===== src/rtl/switch_port_mc_if.sv =====
// Ingress/egress bus of one switch port: packet write side plus arbiter request/grant and
// transmit beat. The slave modport is the port itself; master is the environment.
interface switch_port_mc_if #(
    parameter int unsigned NUM_PORTS = 4,
    parameter int unsigned DATA_W    = 8
);
    logic                 valid_in;
    logic                 ready_in;
    logic [NUM_PORTS-1:0] source_in;
    logic [NUM_PORTS-1:0] target_in;
    logic [DATA_W-1:0]    data_in;
    logic [NUM_PORTS-1:0] req;
    logic [NUM_PORTS-1:0] grant;
    logic                 valid_out;
    logic [NUM_PORTS-1:0] source_out;
    logic [NUM_PORTS-1:0] target_out;
    logic [DATA_W-1:0]    data_out;

    modport slave (
        input  valid_in, source_in, target_in, data_in, grant,
        output ready_in, req, valid_out, source_out, target_out, data_out
    );

    modport master (
        output valid_in, source_in, target_in, data_in, grant,
        input  ready_in, req, valid_out, source_out, target_out, data_out
    );
endinterface


===== src/rtl/switch_port_mc.sv =====
// N-port switch ingress: packet FIFO, legality check and multicast serving across partial grants.
// Optional arbitration watchdog enabled by defining SWITCH_PORT_MC_TIMEOUT_EN.
module switch_port_mc #(
    parameter int unsigned NUM_PORTS      = 4,
    parameter int unsigned DATA_W         = 8,
    parameter int unsigned DEPTH          = 8,
    parameter int unsigned TIMEOUT_CYCLES = 16
) (
    input  logic             clk,
    input  logic             rst,
    switch_port_mc_if.slave  bus,
    output logic [7:0]       drop_cnt,
    output logic             timeout
);
    localparam int unsigned AW = $clog2(DEPTH);
    localparam int unsigned EW = DATA_W + 2 * NUM_PORTS;
    localparam logic [AW:0]          PtrOne  = 1;
    localparam logic [NUM_PORTS-1:0] PortOne = 1;

    if (DEPTH < 2 || (DEPTH & (DEPTH - 1)) != 0) begin : g_bad_depth
        $error("DEPTH must be a power of two no smaller than 2");
    end
    if (TIMEOUT_CYCLES < 1) begin : g_bad_timeout
        $error("TIMEOUT_CYCLES must be at least 1");
    end

    typedef enum logic [1:0] {StIdle, StRoute, StArbWait, StTransmit} state_e;
    typedef enum logic [1:0] {PktSdp, PktMdp, PktBdp} pkt_e;

    logic [EW-1:0]        mem [DEPTH];
    logic [AW:0]          wr_ptr_q, rd_ptr_q;
    logic                 full, empty, push, pop;
    logic [NUM_PORTS-1:0] head_src, head_tgt;
    logic [DATA_W-1:0]    head_data;
    logic                 head_err;
    pkt_e                 head_type;

    state_e               state_q;
    logic [NUM_PORTS-1:0] pending_q, served_q, pending_left, granted;
    pkt_e                 pkt_type_q;
    logic [7:0]           drop_cnt_q;
    logic                 tmo_drop;
    logic                 done;

    // Extra pointer bit distinguishes full from empty when the indices match.
    assign empty = (wr_ptr_q == rd_ptr_q);
    assign full  = (wr_ptr_q[AW] != rd_ptr_q[AW]) && (wr_ptr_q[AW-1:0] == rd_ptr_q[AW-1:0]);
    assign push  = bus.valid_in && !full;
    assign {head_data, head_tgt, head_src} = mem[rd_ptr_q[AW-1:0]];

    always_ff @(posedge clk) begin
        if (push) begin
            mem[wr_ptr_q[AW-1:0]] <= {bus.data_in, bus.target_in, bus.source_in};
        end
    end

    always_ff @(posedge clk) begin
        if (rst) begin
            wr_ptr_q <= '0;
            rd_ptr_q <= '0;
        end else begin
            if (push) wr_ptr_q <= wr_ptr_q + PtrOne;
            if (pop)  rd_ptr_q <= rd_ptr_q + PtrOne;
        end
    end

    always_comb begin
        head_err = (head_src == '0) || ((head_src & (head_src - PortOne)) != '0) ||
                   (head_tgt == '0) || ((head_tgt & head_src) != '0);
        if ($countones(head_tgt) == 1) begin
            head_type = PktSdp;
        end else if (head_tgt == ~head_src) begin
            head_type = PktBdp;
        end else begin
            head_type = PktMdp;
        end
    end

    assign granted      = bus.grant & pending_q;
    assign pending_left = pending_q & ~served_q;
    assign done         = (pending_left == '0) || (pkt_type_q == PktSdp);
    assign pop          = (state_q == StRoute && head_err) ||
                          (state_q == StTransmit && done) || tmo_drop;

`ifdef SWITCH_PORT_MC_TIMEOUT_EN
    localparam int unsigned TW = $clog2(TIMEOUT_CYCLES + 1);
    logic [TW-1:0] tmo_cnt_q;
    logic          timeout_q;

    assign tmo_drop = (state_q == StArbWait) && (granted == '0) &&
                      (tmo_cnt_q == TW'(TIMEOUT_CYCLES - 1));

    always_ff @(posedge clk) begin
        if (rst) begin
            tmo_cnt_q <= '0;
            timeout_q <= 1'b0;
        end else begin
            timeout_q <= tmo_drop;
            if (state_q == StArbWait && granted == '0 && !tmo_drop) begin
                tmo_cnt_q <= tmo_cnt_q + TW'(1);
            end else begin
                tmo_cnt_q <= '0;
            end
        end
    end
    assign timeout = timeout_q;
`else
    assign tmo_drop = 1'b0;
    assign timeout  = 1'b0;
`endif

    always_ff @(posedge clk) begin
        if (rst) begin
            state_q    <= StIdle;
            pending_q  <= '0;
            served_q   <= '0;
            pkt_type_q <= PktSdp;
            drop_cnt_q <= '0;
        end else begin
            case (state_q)
                StIdle: begin
                    if (!empty) state_q <= StRoute;
                end
                StRoute: begin
                    if (head_err) begin
                        if (drop_cnt_q != 8'hFF) drop_cnt_q <= drop_cnt_q + 8'd1;
                        state_q <= StIdle;
                    end else begin
                        pending_q  <= head_tgt;
                        pkt_type_q <= head_type;
                        state_q    <= StArbWait;
                    end
                end
                StArbWait: begin
                    if (granted != '0) begin
                        served_q <= granted;
                        state_q  <= StTransmit;
                    end else if (tmo_drop) begin
                        // Partially served packets still count as dropped.
                        if (drop_cnt_q != 8'hFF) drop_cnt_q <= drop_cnt_q + 8'd1;
                        pending_q <= '0;
                        state_q   <= StIdle;
                    end
                end
                StTransmit: begin
                    pending_q <= done ? '0 : pending_left;
                    state_q   <= done ? StIdle : StArbWait;
                end
                default: state_q <= StIdle;
            endcase
        end
    end

    assign bus.ready_in   = !full;
    assign bus.req        = (state_q == StArbWait) ? pending_q : '0;
    assign bus.valid_out  = (state_q == StTransmit);
    assign bus.target_out = bus.valid_out ? served_q : '0;
    assign bus.source_out = bus.valid_out ? head_src : '0;
    assign bus.data_out   = bus.valid_out ? head_data : '0;
    assign drop_cnt       = drop_cnt_q;
endmodule


===== src/flat_wrapper.sv =====
// flat-port wrapper written by rule: the top's interface ports become plain ports
module switch_port_mc_flat 
#(
    parameter int unsigned NUM_PORTS      = 4,
    parameter int unsigned DATA_W         = 8,
    parameter int unsigned DEPTH          = 8,
    parameter int unsigned TIMEOUT_CYCLES = 16
)
  (clk, rst, drop_cnt, timeout, bus_valid_in, bus_source_in, bus_target_in, bus_data_in, bus_grant, bus_ready_in, bus_req, bus_valid_out, bus_source_out, bus_target_out, bus_data_out);
  switch_port_mc_if #(.NUM_PORTS(NUM_PORTS), .DATA_W(DATA_W)) bus_i ();
  input  logic clk;
  input  logic rst;
  output logic [7:0] drop_cnt;
  output logic timeout;
  input wire logic [$bits(bus_i.valid_in)-1:0] bus_valid_in;
  input wire logic [$bits(bus_i.source_in)-1:0] bus_source_in;
  input wire logic [$bits(bus_i.target_in)-1:0] bus_target_in;
  input wire logic [$bits(bus_i.data_in)-1:0] bus_data_in;
  input wire logic [$bits(bus_i.grant)-1:0] bus_grant;
  output wire logic [$bits(bus_i.ready_in)-1:0] bus_ready_in;
  output wire logic [$bits(bus_i.req)-1:0] bus_req;
  output wire logic [$bits(bus_i.valid_out)-1:0] bus_valid_out;
  output wire logic [$bits(bus_i.source_out)-1:0] bus_source_out;
  output wire logic [$bits(bus_i.target_out)-1:0] bus_target_out;
  output wire logic [$bits(bus_i.data_out)-1:0] bus_data_out;
  assign bus_i.valid_in = bus_valid_in;
  assign bus_i.source_in = bus_source_in;
  assign bus_i.target_in = bus_target_in;
  assign bus_i.data_in = bus_data_in;
  assign bus_i.grant = bus_grant;
  assign bus_ready_in = bus_i.ready_in;
  assign bus_req = bus_i.req;
  assign bus_valid_out = bus_i.valid_out;
  assign bus_source_out = bus_i.source_out;
  assign bus_target_out = bus_i.target_out;
  assign bus_data_out = bus_i.data_out;
  switch_port_mc #(.NUM_PORTS(NUM_PORTS), .DATA_W(DATA_W), .DEPTH(DEPTH), .TIMEOUT_CYCLES(TIMEOUT_CYCLES)) u_core (.clk(clk), .rst(rst), .bus(bus_i), .drop_cnt(drop_cnt), .timeout(timeout));
endmodule

===== config.mk =====
export PLATFORM = sky130hd
export DESIGN_NAME = switch_port_mc_flat
export DESIGN_NICKNAME = d
export VERILOG_FILES = /design/src/rtl/switch_port_mc_if.sv /design/src/rtl/switch_port_mc.sv /design/src/flat_wrapper.sv
export SDC_FILE = /design/constraint.sdc
export NUM_CORES = 1
export LEC_CHECK = 0
export ABC_AREA = 1
export CAP_MARGIN = 20
export CORE_MARGIN = 8
export CORE_UTILIZATION = 45
export DETAILED_ROUTE_END_ITERATION = 7
export PLACE_DENSITY = 0.78
export SLEW_MARGIN = 15
export SYNTH_ARGS = -nofsm -noshare
export SYNTH_HDL_FRONTEND = slang
export SYNTH_SLANG_ARGS = --single-unit

===== constraint.sdc =====
create_clock -name clk -period 2.5 [get_ports clk]
set_input_delay 0.5 -clock clk [delete_from_list [all_inputs] [get_ports clk]]
set_output_delay 0.5 -clock clk [all_outputs]
set_load 0.02 [all_outputs]

# ---- After elaboration in Yosys (flattened, before gate mapping)
# Memories as Yosys holds them, arrays and structs flattened. A register that Yosys moved wholly into a read port is not among the register bits.
# Index checks and enable logic that the tools add are counted.
dict set report op_classes {
  addsub 7
  eq_ne 12
  mux 18
  bitwise 7
  reduce_logical 24
}
# operator count
set ops {}
lappend ops {{32-bit adder} 1}
lappend ops {{32-bit by 2-bit equality test with 1-bit output, second input constant} 1}
lappend ops {{4-bit two-way mux} 5}
lappend ops {{4-bit bitwise AND} 4}
lappend ops {{4-bit zero test} 3}
lappend ops {{2-bit two-way mux} 6}
lappend ops {{4-bit nonzero test} 3}
lappend ops {{4-bit by 1-bit adder with 4-bit output, second input constant} 2}
lappend ops {{8-bit by 1-bit adder with 8-bit output, second input constant} 1}
lappend ops {{4-bit equality test} 2}
lappend ops {{8-bit two-way mux} 1}
lappend ops {{8-bit inequality test, second input constant} 1}
lappend ops {{4-bit NOT} 2}
lappend ops {{2-bit case mux with 4 select lines} 1}
lappend ops {{4-bit case mux with 2 select lines} 1}
lappend ops {{2-bit AND reduction} 4}
lappend ops {{3-bit two-way mux} 2}
lappend ops {{1-bit logical OR} 5}
lappend ops {{1-bit by 1-bit adder with 2-bit output} 2}
lappend ops {{2-bit equality test, second input constant} 2}
lappend ops {{1-bit logical AND} 4}
lappend ops {{2-bit zero test} 2}
lappend ops {{2-bit inequality test, second input constant} 2}
lappend ops {{4-bit by 1-bit subtractor with 4-bit output, second input constant} 1}
lappend ops {{other kinds (9)} 10}
dict set report totals {
  register_bits 28
  mem_bits_rw 128
  input_bits 23
  out_inout_bits 31
  word_cells 76
  mem_count 1
}
# name words width read_ports rd_ports_with_merged_regs wr line_no
set memory_table {}
lappend memory_table {u_core.mem 8 16 1 1 1 switch_port_mc.sv:30} ;# logic [EW-1:0] mem [DEPTH];

# ---- Longest topological paths before layout
# Gate-level depths: netlist of the first run.
dict set report depth {
  ltp_word 10
  depth_mapped 18
  ltp_nobuf 17
}

# ---- Worst setup path before layout of the first run
# OpenSTA, ideal clock, no wires.
dict set report synth_path {
  path_kind {register to register}
  from {reg with a tool-made name}
  to {reg u_core.pkt_type_q[1]}
  t_arrival_ps 2609
  required_ps 2441
  path_slack_ps -169
  path_stages_with_launch 15
  synth_period_minus_slack_ps 2669
  cell_sequence {dfxtp_1 > buf_6 > buf_6 > clkbuf_1 > o21ai_0 > o221ai_1 > o21ai_0 > ha_1 > ha_1 > fa_1 > inv_1 > nand3_1 > nand2_1 > o21ai_0 > and2_1}
}
# element line_no
set synth_lines {}
lappend synth_lines {{end signal: assignment} switch_port_mc.sv:117} ;# pkt_type_q <= PktSdp;
lappend synth_lines {{end signal: assignment} switch_port_mc.sv:130} ;# pkt_type_q <= head_type;
lappend synth_lines {{end: declaration} switch_port_mc.sv:40} ;# pkt_e pkt_type_q;

==> key figures, run 1 <==
Setup path
  – Critical Path Fanout Max: 18
  – Critical path class: reg2reg
  – Path depth of the worst reg2reg path: 11
  – Max stage delay on crit path: 0.54 ns
  – Startpoint Class: register
  – Req. time, crit path: 2.84 ns
  – Crit-path cells: inv_8, o21ai_0, o22ai_1, o21ai_2, ha_1, ha_2, fa_1, inv_2, a31oi_1, o21ai_1, a21oi_1
  – R2r setup slk: -0.21 ns
  – End of the critical path: u_core.pkt_type_q[0]
  – Worst EP arrival: 3.05 ns
  – Critical path capture point type: register
  – Crit Reg-Reg Endpoint: u_core.pkt_type_q[0]
  – CP max stage cell: fa_1

Layout
  – Area of the multi-input gates: 0.00219 sq mm
  – Share of layout cells above drive strength 1: 0.187
  – N_diodes: 0
  – Nets: 787
  – Fin util: 0.581
  – Fillers: 1116
  – Post-route insts no fill: 952
  – Register area: 0.00447 sq mm
  – Final instance area: 0.00874 sq mm
  – Area growth, synth to finish: 27.6%

Global route
  – First-pass GRT wire length: 25500 microns
  – Congestion Overflow GR: 0
  – Antenna violations before repair: 0
  – Largest net degree at the start of global routing: 35
  – Vias in the first global route: 4988
  – Total GRT Usage: 0.167

Drt
  – Drt total wl: 16900 microns
  – Via count: 5219
  – Final antenna-violating net count: 0
  – Iteration-0 DRC Markers: 720
  – Vias/cell: 5.48
  – Avg WL per Cell: 17.7 microns
  – Residual DRC count: 0
  – Drt pass-1 iters: 5

Placement
  – # placed instances: 911
  – I/O Buffers: 52
  – Hpwl dp: 9870 microns
  – RD Place Congestion: 0.819
  – Area after DPL: 0.00784 sq mm
  – Dpl ws: -0.193 ns

Floorplan
  – Core Box Area: 0.0150 sq mm
  – Die area: 0.0194 sq mm
  – IO Pins: 54
  – Rows: 45
  – Initial Util: 0.456
  – Die Span Y: 139 microns
  – Chip Width: 139 microns

Flow run
  – Max_cap viols: 0

STA
  – Setup TNS: -2.82 ns
  – Min Tclk post-route: 2.71 ns
  – Fin worst setup slack: -0.208 ns
  – Crit share post-route: 1.08
  – Clock skew: 0.00836 ns
  – Hold slack: 0.458 ns
  – Unrepaired setup endpoints after global routing: yes
  – Finish-stage setup viols: 23
  – F_max: 0.369 GHz
  – Endpoints failing hold: 0
  – Slew Limit Fails: 0

Pwr
  – P_int: 4.94 mW
  – Sw Ratio: 0.280
  – Static leakage: 3.27 nW
  – Combinational share of power: 0.215
  – Pwr per Cell Area: 784 mW/mm^2
  – Total power: 6.85 mW
  – Clock power frac: 0.347
  – Psw: 1.92 mW
  – Worst VDD drop: 0.575 mV
  – Reg power frac: 0.438

Clocking
  – Clock sink count: 159
  – H-tree levels: 4
  – Clk pin slew, worst setup/hold paths: 0.06 ns
  – Inserted Clock Buffers: 17
  – Max clock buf depth: 2
  – Post-CTS Hold Buffers: 0
  – CTS tree: built
  – Clock latency on the worst-skew pair: 0.42 ns
  – Root Driver: clkbuf_16

Synth
  – Mapped Cells: 655
  – Warnings, synthesis: 0
  – Yosys reg bits: 159
  – Netlist cell types: 33
  – Area of the mapped netlist: 0.00685 sq mm
  – Sequential area share after synthesis: 0.652
  – Post-synth net total: 691
  – Mean Syn Cell Area: 10.5 sq um

Outcome
  – Result of the run: complete, but fails checks
  – Failing checks: setup timing

Min path
  – Worst Hold Class: reg2reg
layout make-up:
cell class | instances | area share
Sequential cell | 159 | 0.512
Tap cell | 188 | 0.0269
Clock buffer | 17 | 0.0487
Inverter | 60 | 0.0273
Clock inverter | 15 | 0.0137
Timing Repair Buffer | 106 | 0.121
Multi-Input combinational cell | 407 | 0.251
sequential cells by signal, indices dropped and copies added, names as in the netlist, named ones only:
register and cells:
u_core.mem 128, u_core.drop_cnt 8, u_core.pending_q 4, u_core.rd_ptr_q 4, u_core.served_q 4, u_core.wr_ptr_q 4, u_core.pkt_type_q 2, u_core.state_q 2
per-layer routing:
metal | vias up | routed length, microns | track usage | share of wire
li1 | 2451 | - | - | -
met1 | 2502 | 6890 | 0.201 | 0.41
met2 | 221 | 8410 | 0.283 | 0.50
met3 | 45 | 1030 | 0.0304 | 0.061
met4 | 0 | 572 | 0.0838 | 0.034
met5 | - | 0 | 0 | 0
worst max-delay path, delay by kind of cell, from the launching register on:
family	cells	cell delay, ns
compound gates	6	1.02
fa+ha+maj	3	1.02
buf+inv	2	0.14
flops	1	0.45
kinds of logic (layout without fill, tap and decap cells):
group | after synthesis | in the layout | synth area share
and+or+nand+nor | 253 | 253 | 0.153
DFF | 159 | 159 | 0.652
AOI/OAI and AO/OA | 129 | 129 | 0.103
buffers and inverters | 89 | 198 | 0.0528
adders and majority gates | 13 | 13 | 0.0248
xor gates and xnor gates | 11 | 11 | 0.0141
other | 1 | 1 | 0.000548
worst min-delay path by stage:
stage | start | end | slack (ns) | cells past startpoint
3_3_place_gp | u_core.pkt_type_q[0] | u_core.pkt_type_q[0] | 0.44 | 2
3_5_place_dp | u_core.state_q[0] | u_core.state_q[0] | 0.45 | 1
6_report | u_core.state_q[0] | u_core.state_q[0] | 0.46 | 1
4_1_cts | u_core.state_q[0] | u_core.state_q[0] | 0.46 | 1
5_1_grt | u_core.state_q[0] | u_core.state_q[0] | 0.47 | 1
2_1_floorplan | u_core.pkt_type_q[0] | u_core.pkt_type_q[0] | 0.42 | 2
power groups by stage:
stage / Sequential, mW / Combinational [mW] / Clock [mW]
after detailed placement: 3.04 / 1.12 / 0
after floorplan: 3.03 / 0.725 / 0
after global routing: 3.01 / 1.61 / 2.49
after global placement: 3.04 / 1.08 / 0
after CTS: 2.99 / 1.25 / 2.39
final: 3.00 / 1.48 / 2.38
cells in the mapped netlist (all sizes together):
cell / n / share of area
a21oi: 23 / 0.017
a211o: 1 / 0.0013
buf: 8 / 0.0084
fa: 1 / 0.0029
nor3: 3 / 0.0022
a41oi: 1 / 0.0013
dfxtp: 31 / 0.091
xor2: 8 / 0.010
or2: 3 / 0.0027
clkbuf: 21 / 0.012
ha: 12 / 0.022
a2111oi: 1 / 0.0013
a31oi: 10 / 0.0091
o22ai: 16 / 0.015
o21ai: 72 / 0.053
o221ai: 4 / 0.0051
nor2: 105 / 0.058
o21a: 1 / 0.0011
and2: 1 / 0.00091
nand4: 1 / 0.00091
conb: 1 / 0.00055
inv: 60 / 0.033
nand2: 101 / 0.059
edfxtp: 128 / 0.56
xnor2: 3 / 0.0038
nand3: 38 / 0.028
nand3b: 1 / 0.0011
placed cells by master, fill, tap and decap left out, types with 15 or more instances in the layout:
cell,synthesis,layout
a21oi_1,23,20
buf_4,2,42
clkbuf_16,0,19
o22ai_1,16,15
o21ai_0,72,59
nand2_1,96,93
clkdlybuf4s50_1,0,39
inv_1,58,54
nand3_1,38,32
nor2_1,103,98
edfxtp_1,128,128
dfxtp_1,31,28
what timing repair did:
item | 4_1_cts | 5_1_grt
gates resized for setup | 74 | 61
setup buffers | 2 | 5
pin swaps | 3 | 10
gates cloned | 1 | 2
endpoints found under the setup margin | 34 | 34
No activity file was read; power rests on OpenSTA's default activity.
==> run 2, diff against run 1 <==
- CORE_UTILIZATION: 45 -> 50
- PLACE_DENSITY: 0.78 -> 0.84
==> key figures, run 2 (synthesis results as in run 1) <==
Drt
  – Residual DRC count: 0 (unchanged)
  – Vias/cell: 5.93 (+8.1%)
  – Final antenna-violating net count: 0 (unchanged)
  – Drt pass-1 iters: 6 (+1)
  – Via count: 5531 (+6.0%)
  – Avg WL per Cell: 20.2 microns (+14%)
  – Drt total wl: 18800 microns (+11%)
  – Iteration-0 DRC Markers: 841 (+17%)

Setup path
  – Critical path capture point type: register
  – Max stage delay on crit path: 0.38 ns (-0.16 ns)
  – CP max stage cell: dfxtp_4
  – Critical Path Fanout Max: 13 (-5)
  – Worst EP arrival: 3.20 ns (+0.15 ns)
  – Req. time, crit path: 2.87 ns (+0.03 ns)
  – Most used cell, CP: o21ai_2
  – Critical path class: reg2reg
  – Startpoint Class: register
  – Crit-path cells: buf_8, o21ai_2, o22ai_2, o21ai_2, inv_2, ha_1, a211o_1, nor3_2, nand2_1, nor2_4, nand3_4, buf_6, o21ai_1, and2_1

STA
  – Endpoints failing hold: 0 (unchanged)
  – Slew headroom: 0.573
  – Setup TNS: -3.80 ns (-0.984 ns)
  – F_max: 0.353 GHz (-4.4%)
  – Fin worst setup slack: -0.333 ns (-0.125 ns)
  – Unrepaired setup endpoints after global routing: yes
  – Clock skew: 0.00767 ns (-0.000689 ns)
  – Slew Limit Fails: 0 (unchanged)
  – Least-Margin Pin Slew: 0.638 ns
  – Crit share post-route: 1.13 (+0.0499)
  – Min Tclk post-route: 2.83 ns (+0.125 ns)
  – Finish-stage setup viols: 21 (-8.7%)

Clocking
  – Clock latency on the worst-skew pair: 0.44 ns (+0.02 ns)
  – Clk pin slew, worst setup/hold paths: 0.07 ns (about the same)
  – CTS tree: built
  – Clock sink count: 159 (unchanged)
  – Post-CTS Hold Buffers: 0 (unchanged)
  – H-tree levels: 4 (unchanged)
  – Inserted Clock Buffers: 17 (unchanged)
  – Max clock buf depth: 2 (unchanged)
  – Root Driver: clkbuf_16

Placement
  – Area after DPL: 0.00786 sq mm (+0.16%)
  – Hpwl dp: 10400 microns (+5.1%)
  – I/O Buffers: 52 (unchanged)
  – RD Place Congestion: 0.800 (-2.3%)

Layout
  – Commonest non-fill, non-tap cell in the layout: edfxtp_1
  – Area growth, synth to finish: 27.5% (about the same)
  – Most frequent cells in the layout: 128 x edfxtp_1, 95 x nor2_1, 89 x nand2_1, 55 x inv_1, 51 x o21ai_0
  – Share of layout cells above drive strength 1: 0.203 (+0.0163)
  – Final instance area: 0.00873 sq mm (about the same)
  – Max reg flops: 128 (unchanged)
  – N_diodes: 0 (unchanged)
  – Nets: 780 (-0.89%)

Floorplan
  – Core Box Area: 0.0133 sq mm (-12%)
  – IO Pins: 54 (unchanged)
  – Initial Util: 0.515 (+0.0595)
  – Chip Width: 133 microns (-4.5%)
  – Die Span Y: 133 microns (-4.5%)
  – Die area: 0.0177 sq mm (-8.9%)
  – Rows: 42 (-6.7%)

Pwr
  – Psw: 2.08 mW (+8.4%)
  – Reg power frac: 0.428 (-0.010)
  – Worst VDD drop: 0.436 mV (-24%)
  – Sw Ratio: 0.297 (+0.0173)
  – Clock power frac: 0.365 (+0.018)
  – Combinational share of power: 0.206 (-0.009)
  – Pwr per Cell Area: 801 mW/mm^2 (+2.2%)
  – Static leakage: 3.28 nW (+0.11%)
  – P_int: 4.92 mW (-0.37%)

Flow run
  – Max_cap viols: 0 (unchanged)

Global route
  – First-pass GRT wire length: 28500 microns (+12%)
  – Largest net degree at the start of global routing: 19 (-46%)
  – Vias in the first global route: 5631 (+13%)
  – Congestion Overflow GR: 0 (unchanged)
  – Antenna violations before repair: 0 (unchanged)
  – Total GRT Usage: 0.206 (+0.0392)

Outcome
  – Result of the run: complete, but fails checks
  – Failing checks: setup timing

Min path
  – Worst Hold Class: reg2reg
-- run 2: cell count changes in the layout (fill, tap and decap cells not counted), moves of 4 or more --
cell      change
o21ai_1       +4
inv_6         +4
o21ai_2       +4
nand2_2       +4
o21ai_0       -8
buf_4         -6
nand2_1       -4
clkinv_2      -4
-- run 2: power groups by stage --
stage	sequential, mW	combinational [mW]	clock [mW]
2_1_floorplan	3.03	0.725	0
3_3_place_gp	3.03	1.07	0
3_5_place_dp	3.04	1.14	0
4_1_cts	2.99	1.28	2.54
5_1_grt	3.00	1.56	2.66
6_report	3.00	1.44	2.56
-- run 2: worst paths after layout --
kind	from	endpoint	slack (ns)	cells after the start
max	register	u_core.pkt_type_q[1]	-0.33	14
min reg2reg	u_core.pkt_type_q[0]	u_core.pkt_type_q[0]	0.46	2
max reg2reg	register	u_core.pkt_type_q[1]	-0.33	14
min	u_core.pkt_type_q[0]	u_core.pkt_type_q[0]	0.46	2
-- run 2: critical path: cells and delay by family (launching register included) --
family,cells,cell delay [ns]
AO/OA/AOI/OAI,5,1.00
adder cells (fa/ha/maj),1,0.20
buffers and inverters,3,0.39
flip-flops,1,0.38
AND/OR/NAND/NOR,5,0.78
-- run 2: timing repair --
action,CTS,global route
pin swaps,12,14
cloned,1,0
setup endpoints to repair,34,34
gates resized for setup,83,66
setup buffers,3,2
-- run 2: metal layers --
metal / part of all wire / routed length (microns) / GRT usage / vias to the layer above
met2: 0.52 / 9710 / 0.350 / 344
met1: 0.36 / 6780 / 0.228 / 2659
met5: 0 / 0 / 0 / -
li1: - / - / - / 2446
met3: 0.080 / 1500 / 0.0500 / 82
met4: 0.043 / 811 / 0.129 / 0
-- run 2: final cells by class --
| type | instances | area (sq um) |
|---|---|---|
| fill | 841 | 4560 |
| clock buffer | 18 | 429 |
| sequential | 159 | 4470 |
| timing repair buffer | 99 | 976 |
| tap | 176 | 220 |
| inverter | 60 | 235 |
| clock inverter | 14 | 148 |
| multi-input combinational | 407 | 2250 |
-- run 2: per-stage QoR --
stage / utilization / total power, mW / worst slack, ns / std cells / hold WS [ns]
after CTS: 0.644 / 6.80 / -0.0857 / 932 / 0.455
final: 0.657 / 7.00 / -0.333 / 933 / 0.459
after floorplan: - / 3.76 / -0.0232 / 655 / 0.423
after global placement: 0.591 / 4.10 / -0.0249 / 896 / 0.435
after global routing: 0.657 / 7.22 / -0.356 / 933 / 0.486
after detailed placement: 0.591 / 4.17 / -0.205 / 896 / 0.445
==> run 3, diff against run 2 <==
- ABC_CLOCK_PERIOD_IN_PS: default -> 2500
==> results of run 3 <==
Final layout, timing and power as in run 2 (identical DEF).
